### config.mk
export PLATFORM = sky130hd
export DESIGN_NAME = mult_rr_scheduler
export DESIGN_NICKNAME = d
export VERILOG_FILES = /design/src/rtl/mult_rr_scheduler.sv
export SDC_FILE = /design/constraint.sdc
export NUM_CORES = 1
export LEC_CHECK = 0
export CORE_ASPECT_RATIO = 2
export CORE_UTILIZATION = 53
export DETAILED_ROUTE_END_ITERATION = 16
export PLACE_DENSITY_LB_ADDON = 0.25
export SLEW_MARGIN = 30
export SYNTH_ARGS = -nofsm -noshare
export SYNTH_HDL_FRONTEND = slang
export SYNTH_SLANG_ARGS = --single-unit
### constraint.sdc
create_clock -name clk -period 6.4 [get_ports clk]
set_clock_uncertainty 0.2 [all_clocks]
set_input_delay 1.28 -clock clk [delete_from_list [all_inputs] [get_ports clk]]
set_output_delay 1.28 -clock clk [all_outputs]
set_load 0.03 [all_outputs]
### src/rtl/mult_rr_scheduler.sv
// Round-robin scheduler sharing one external fixed-latency signed multiplier among
// NUM_REQ requesters; products return in issue order through a credit-protected FIFO.
module mult_rr_scheduler #(
  parameter int NUM_REQ        = 4,
  parameter int IN_DATA_WIDTH  = 8,
  parameter int OUT_DATA_WIDTH = 16,
  parameter int MULT_LATENCY   = 1,
  parameter int FIFO_DEPTH     = 4,
  parameter int ID_W           = $clog2(NUM_REQ)
) (
  input  logic                              clk,
  input  logic                              rst,
  input  logic [NUM_REQ-1:0]                req_valid_i,
  output logic [NUM_REQ-1:0]                req_ready_o,
  input  logic [NUM_REQ*IN_DATA_WIDTH-1:0]  req_a_i,
  input  logic [NUM_REQ*IN_DATA_WIDTH-1:0]  req_b_i,
  output logic [IN_DATA_WIDTH-1:0]          mult_a_o,
  output logic [IN_DATA_WIDTH-1:0]          mult_b_o,
  output logic                              mult_vld_o,
  input  logic [OUT_DATA_WIDTH-1:0]         mult_p_i,
  output logic                              res_valid_o,
  input  logic                              res_ready_i,
  output logic [OUT_DATA_WIDTH-1:0]         res_data_o,
  output logic [ID_W-1:0]                   res_id_o,
  output logic                              idle_o
);

  localparam int PTR_W = $clog2(FIFO_DEPTH);
  localparam int CNT_W = PTR_W + 1;
  localparam int SUM_W = CNT_W + 1;

  logic [ID_W-1:0]                                ptr_q, ptr_d;
  logic                                           mult_vld_q, mult_vld_d;
  logic [IN_DATA_WIDTH-1:0]                       mult_a_q, mult_a_d;
  logic [IN_DATA_WIDTH-1:0]                       mult_b_q, mult_b_d;
  logic [ID_W-1:0]                                issue_id_q, issue_id_d;
  logic [MULT_LATENCY-1:0]                        tag_vld_q, tag_vld_d;
  logic [MULT_LATENCY-1:0][ID_W-1:0]              tag_id_q, tag_id_d;
  logic [FIFO_DEPTH-1:0][OUT_DATA_WIDTH-1:0]      fifo_data_q, fifo_data_d;
  logic [FIFO_DEPTH-1:0][ID_W-1:0]                fifo_id_q, fifo_id_d;
  logic [PTR_W-1:0]                               wr_ptr_q, wr_ptr_d;
  logic [PTR_W-1:0]                               rd_ptr_q, rd_ptr_d;
  logic [CNT_W-1:0]                               count_q, count_d;

  logic                     grant_found;
  logic [ID_W-1:0]          grant_id;
  logic [ID_W-1:0]          cand;
  int                       idx;
  logic [IN_DATA_WIDTH-1:0] sel_a, sel_b;
  logic [SUM_W-1:0]         inflight;
  logic                     credit_ok;
  logic                     accept;
  logic                     push, pop;

  // First valid requester at or after the pointer, wrapping modulo NUM_REQ.
  always_comb begin
    grant_found = 1'b0;
    grant_id    = '0;
    cand        = '0;
    idx         = 0;
    for (int i = 0; i < NUM_REQ; i++) begin
      idx = int'(ptr_q) + i;
      if (idx >= NUM_REQ) idx = idx - NUM_REQ;
      cand = ID_W'(idx);
      if (!grant_found && req_valid_i[cand]) begin
        grant_found = 1'b1;
        grant_id    = cand;
      end
    end
  end

  always_comb begin
    sel_a = '0;
    sel_b = '0;
    for (int i = 0; i < NUM_REQ; i++) begin
      if (ID_W'(i) == grant_id) begin
        sel_a = req_a_i[i*IN_DATA_WIDTH +: IN_DATA_WIDTH];
        sel_b = req_b_i[i*IN_DATA_WIDTH +: IN_DATA_WIDTH];
      end
    end
  end

  // Every issued operand pair owns a FIFO slot until popped, so pushes never overflow.
  always_comb begin
    inflight = SUM_W'(mult_vld_q);
    for (int k = 0; k < MULT_LATENCY; k++) begin
      inflight = inflight + SUM_W'(tag_vld_q[k]);
    end
    credit_ok = (SUM_W'(count_q) + inflight) < SUM_W'(FIFO_DEPTH);
    accept    = grant_found && credit_ok && !rst;
    req_ready_o = '0;
    if (accept) req_ready_o[grant_id] = 1'b1;
  end

  always_comb begin
    ptr_d      = ptr_q;
    mult_vld_d = accept;
    mult_a_d   = mult_a_q;
    mult_b_d   = mult_b_q;
    issue_id_d = issue_id_q;
    if (accept) begin
      ptr_d      = (grant_id == ID_W'(NUM_REQ - 1)) ? '0 : grant_id + 1'b1;
      mult_a_d   = sel_a;
      mult_b_d   = sel_b;
      issue_id_d = grant_id;
    end
    tag_vld_d    = tag_vld_q;
    tag_id_d     = tag_id_q;
    tag_vld_d[0] = mult_vld_q;
    tag_id_d[0]  = issue_id_q;
    for (int k = 1; k < MULT_LATENCY; k++) begin
      tag_vld_d[k] = tag_vld_q[k-1];
      tag_id_d[k]  = tag_id_q[k-1];
    end
  end

  // The product is captured only when the matching tag reaches the last stage.
  always_comb begin
    push        = tag_vld_q[MULT_LATENCY-1];
    pop         = res_valid_o && res_ready_i;
    fifo_data_d = fifo_data_q;
    fifo_id_d   = fifo_id_q;
    wr_ptr_d    = wr_ptr_q;
    rd_ptr_d    = rd_ptr_q;
    if (push) begin
      fifo_data_d[wr_ptr_q] = mult_p_i;
      fifo_id_d[wr_ptr_q]   = tag_id_q[MULT_LATENCY-1];
      wr_ptr_d              = wr_ptr_q + 1'b1;
    end
    if (pop) rd_ptr_d = rd_ptr_q + 1'b1;
    count_d = count_q + CNT_W'(push) - CNT_W'(pop);
  end

  always_ff @(posedge clk or posedge rst) begin
    if (rst) begin
      ptr_q       <= '0;
      mult_vld_q  <= 1'b0;
      mult_a_q    <= '0;
      mult_b_q    <= '0;
      issue_id_q  <= '0;
      tag_vld_q   <= '0;
      tag_id_q    <= '0;
      fifo_data_q <= '0;
      fifo_id_q   <= '0;
      wr_ptr_q    <= '0;
      rd_ptr_q    <= '0;
      count_q     <= '0;
    end else begin
      ptr_q       <= ptr_d;
      mult_vld_q  <= mult_vld_d;
      mult_a_q    <= mult_a_d;
      mult_b_q    <= mult_b_d;
      issue_id_q  <= issue_id_d;
      tag_vld_q   <= tag_vld_d;
      tag_id_q    <= tag_id_d;
      fifo_data_q <= fifo_data_d;
      fifo_id_q   <= fifo_id_d;
      wr_ptr_q    <= wr_ptr_d;
      rd_ptr_q    <= rd_ptr_d;
      count_q     <= count_d;
    end
  end

  assign mult_vld_o  = mult_vld_q;
  assign mult_a_o    = mult_a_q;
  assign mult_b_o    = mult_b_q;
  assign res_valid_o = (count_q != '0);
  assign res_data_o  = fifo_data_q[rd_ptr_q];
  assign res_id_o    = fifo_id_q[rd_ptr_q];
  assign idle_o      = !mult_vld_q && !(|tag_vld_q) && (count_q == '0);

endmodule

; Yosys cells after proc, flatten, opt, wreduce, memory -nomap -nowiden
; Index checks and enable logic that the tools add are counted.
[word_totals]
out_inout_bits = 41
in_bits = 87
wordCells = 111
ff_bits = 103
[classes]
n_reduce_logical = 19
n_lt_le_gt_ge = 14
n_eq_ne = 4
mux = 42
addsub = 14
[op_table]
columns = operator, count
row1 = 64-bit bitwise mux, 1
row2 = 8-bit two-way mux, 8
row3 = 16-bit binary-select mux with 2-bit select, 1
row4 = 16-bit demux with 2-bit select, 1
row5 = 16-bit two-way mux, 2
row6 = 2-bit two-way mux, 11
row7 = 2-bit by 3-bit < comparator with 1-bit output (second input constant), 7
row8 = 1-bit logical AND, 10
row9 = 3-bit >= comparator (second input constant), 3
row10 = 1-bit two-way mux, 9
row11 = 1-bit binary-select mux with 2-bit select, 4
row12 = 8-bit bitwise mux, 1
row13 = 2-bit by 1-bit subtractor with 2-bit output (second input constant), 4
row14 = 2-bit by 1-bit adder with 2-bit output (second input constant), 3
row15 = 2-bit by 2-bit adder with 3-bit output (second input constant), 2
row16 = 1-bit logical NOT, 6
row17 = 3-bit by 2-bit adder with 4-bit output, 1
row18 = 2-bit binary-select mux with 2-bit select, 1
row19 = 2-bit demux with 2-bit select, 1
row20 = 2-bit equality test (first input constant), 2
row21 = 2-bit by 1-bit >= comparator with 1-bit output (second input constant), 2
row22 = 4-bit by 3-bit < comparator with 1-bit output (second input constant), 1
row23 = 4-bit two-way mux, 1
row24 = 2-bit by 1-bit adder with 3-bit output (second input constant), 1
row25 = other kinds (10), 10

; Longest topological paths before layout
[depth]
depth_word = 19
depth_mapped = 11
mapped_depth_nobuf = 9

; Least setup slack after synthesis
; Ideal clock, no wire load.
[synth_timing]
path_type = in2out
start = in req_valid_i[0]
end = out req_ready_o[2]
stages = 7
required_time_ps = 4920
setup_slack_ps = 1972
path_buffers = 2
arrival_time_ps = 2948
path_cell_list = nor4_1 nor4_1 inv_1 ha_1 clkbuf_1 clkbuf_1 and2_1
[synth_via]
elab_chain_len = 17
elab_cells_between_ends = 30
cone_classes = order compare (2) / mux (19) / reduce/logical (9)
[synth_lines]
columns = item, line
row1 = start: declaration, 13  ; input logic [NUM_REQ-1:0] req_valid_i,
row2 = 1-bit binary-select mux with 2-bit select, 65  ; if (!grant_found && req_valid_i[cand]) begin
row3 = 1-bit two-way mux (implied by the code), 65
row4 = 1-bit two-way mux, 65
row5 = 1-bit logical NOT, 65
row6 = 1-bit logical AND, 65
row7 = 1-bit two-way mux, 65
row8 = 1-bit logical NOT, 65
row9 = 1-bit logical AND, 65
row10 = (+2 left out), --
row11 = 1-bit logical AND, 65
row12 = 2-bit two-way mux (*), 65
row13 = net grant_id[0], 46  ; logic [ID_W-1:0] grant_id;
row14 = 2-bit by 3-bit < comparator with 1-bit output (implied by the code) or 2-bit by 1-bit >= comparator with 1-bit output (tied branches), 92  ; if (accept) req_ready_o[grant_id] = 1'b1;
row15 = 1-bit logical AND (implied by the code), 92
row16 = 1-bit two-way mux (implied by the code), 92
row17 = 1-bit demux with 2-bit select (*), 92
row18 = 4-bit two-way mux (*), 92
row19 = end: declaration, 14  ; output logic [NUM_REQ-1:0] req_ready_o,
; The timed path passes the listed nets; every way through them passes the cells marked *. The select of a mux whose other input is x is not followed.

; Worst setup path after layout
; Same ends and word-level chain as after synthesis.

==> impl_metrics.tcl <==
set metrics [dict create \
    drc 4 \
    p_leak_nw 2.87 \
    syn_nets 485 \
    yosysSeqAreaShare_pct 50.5 \
    cts_buffers 9 \
    place_area_um2 6440 \
    worstMarginPinSlew_ns 0.949 \
    root_buffer "clkbuf_16" \
    drt_iter0_drc 196 \
    placedCellCount 599 \
    die_width_um 71.4 \
    setup.worst_path.class "in2out" \
    finalHoldViolations 0 \
    grt_pass1_vias 3805 \
    pwr-share-comb_pct 52.9 \
    clockPowerShare_pct 14.7 \
    avgSynthCellArea_um2 13.3 \
    synthDistinctLibCells 33 \
    final_nets 606 \
    grt_setup_unrepaired "no" \
    syn-cell-area_um2 5100 \
    outcome "finished, violations left" \
    post-cts-setup-buffers 0 \
    die_area_um2 10100 \
    die_y_um 141 \
    fillers 659 \
    antennaDiodeCount 0 \
    synth_top_area_cell "dfrtp_1" \
    coreArea_um2 9380 \
    cts_tree "built" \
    slew_headroom_pct 36.7 \
    cp-end-kind "primary output" \
    layout_commonest_cell "clkdlybuf4s50_1" \
    arrival_ns 4.07 \
    place_congestion 0.786 \
    start_util_pct 54.4 \
    required_ns 4.92 \
    synthesis.yosys.warnings 0 \
    design_area_um2 6760 \
    vdd_drop_max_mv 0.274 \
    ctsHoldBuffers 0 \
    cts_max_level 3 \
    hpwl_um 7840 \
    violations "design-rule violations" \
    path_cells "clkdlybuf4s50_1 > nor4_1 > nor4_1 > inv_1 > ha_1 > buf_4 > and2_1 > clkdlybuf4s50_1" \
    sw_frac_of_total_pct 37.0 \
    antenna_found_initial 0 \
    wl_per_cell_um 17.4 \
    crit_slowest_cell "nor4_1" \
    vias_per_cell 5.67 \
    synthCells 385 \
    pwr-share-seq_pct 32.3 \
    internal-power_mw 2.35 \
    tns_ns 0 \
    multi_input_area_um2 2340 \
    maxCapViolCount 0 \
    critPathMaxStageDelay_ns 0.69 \
    crit_path_max_fanout 33 \
    layout-drive-gt1-share_pct 25.8 \
    firstDrtPassIters 10 \
    ioPinCount 128 \
    clock_path_buffers 2 \
    ant_nets 0 \
    switchingPower_mw 1.38 \
    setup_viol_count_final 0 \
    grt_usage_pct 23.2 \
    port_buffers 127 \
    grt_pass1_wl_um 18000 \
    areaGrowthSynthToFinish_pct 32.3 \
    r2r_start "ptr_q[1]" \
    period_needed_ns 5.55 \
    wl_um 10700 \
    cts_resized 0 \
    layout_common_cells "clkdlybuf4s50_1 (127), dfrtp_1 (103), mux2_2 (77), a21oi_1 (25), nand2_1 (23)" \
    clkSlewWorstSetupHoldPaths_ns 0.06 \
    finalMaxSlewViolations 0 \
    critical_path.top_delay_family "buffers and inverters" \
    post-route-util_pct 72.0 \
    cp-startpoint "req_valid_i[0]" \
    power_per_cell_area_nw_per_um2 553 \
    rows 50 \
    yosys-top-cells-area "dfrtp_1 (50%), mux2_2 (17%), mux4_2 (7.9%)" \
    hold_path_class "reg2reg" \
    cp_num_buf_inv 4 \
    synth_seq_cells 103 \
    clkSinkCount 103 \
    fmaxAchievable_mhz 180 \
    num_vias 3490 \
    globalRouteOverflowTotal 0 \
    layout.cells.non_filler 615 \
    holdCritStartpoint "issue_id_q[0]" \
    synth_top_area_share_pct 50.5 \
    post-route-period-util_pct 86.7 \
    grt_max_degree 70 \
    startpoint_type "primary input" \
    ff_latch_area_um2 2580 \
    clock_latency_ns 0.34 \
]
## Yosys cell counts (all sizes together)
cell type    n
dfrtp      103
mux2        90
a21oi       26
nand2       24
inv         22
clkbuf      18
mux4        18
ha          12
o21ai       12
a22o        11
nor2b        6
a221oi       5
and2         5
buf          5
o31ai        5
mux2i        3
nand2b       3
or3          3
nor2         2
nor3         2
nor4         2
xnor2        2
xor2         2
a311oi       1
fa           1
o21a         1
o22ai        1
## final timing paths
kind / end / slack, ns / depth (start not counted)
setup / recovery: req_ready_o[2] / 0.85 / 8
hold / removal: tag_id_q[0] / 0.18 / 0
setup reg to reg: mult_a_o[6] / 3.36 / 9
hold reg to reg: tag_id_q[0] / 0.18 / 0
max in group asynchronous: fifo_data_q[61] / 3.57 / 3
min in group asynchronous: fifo_data_q[62] / 1.23 / 2
## cell type report
cell class	instances	area share, %
inverters	22	1.26
multi-input cells	237	34.6
repair buffers	133	19.5
well taps	104	1.93
clock inverters	5	0.833
flip-flops and latches	103	38.2
clock buffers	11	3.74
## power groups by stage
| stage | logic (mW) | clock network [mW] | registers [mW] |
|---|---|---|---|
| finish | 1.98 | 0.551 | 1.21 |
| global route | 2.13 | 0.584 | 1.25 |
| CTS | 2.00 | 0.561 | 1.21 |
| detailed placement | 2.00 | 0 | 1.22 |
| global placement | 1.95 | 0 | 1.19 |
| floorplan | 1.36 | 0 | 1.22 |
## through the flow
step / hold WS (ns) / total power, mW / worst slack, ns
final: 0.179 / 3.74 / 0.850
after global placement: 0.162 / 3.14 / 0.955
after CTS: 0.180 / 3.78 / 0.852
after detailed placement: 0.166 / 3.22 / 0.892
after floorplan: 0.147 / 2.58 / 1.97
after global routing: 0.192 / 3.97 / 0.639
## flip-flops by register name, indices dropped and copies added, names as in the netlist, 3 cells and up
name / cells
fifo_data_q: 64
fifo_id_q: 8
mult_a_o: 8
mult_b_o: 8
count_q: 3
## cell families after synthesis
kind of cell             Yosys count  synth area share [%]
multiplexers                     111                  29.1
flip-flops                       103                  50.5
XOR/XNOR                           4                 0.686
AND/OR/NAND/NOR                   47                  4.53
AO/OA/AOI/OAI                     62                  8.06
adder cells (fa/ha/maj)           13                  3.33
buffers and inverters             45                  3.77
## layer usage
metal,vias up,GRT usage [%],share of wire (%)
li1,1634,-,-
met1,1724,25.5,38
met2,115,43.0,55
met3,17,4.86,5.1
met4,0,8.32,2.0
met5,-,0,0
Power figures use the tool's default switching activity.
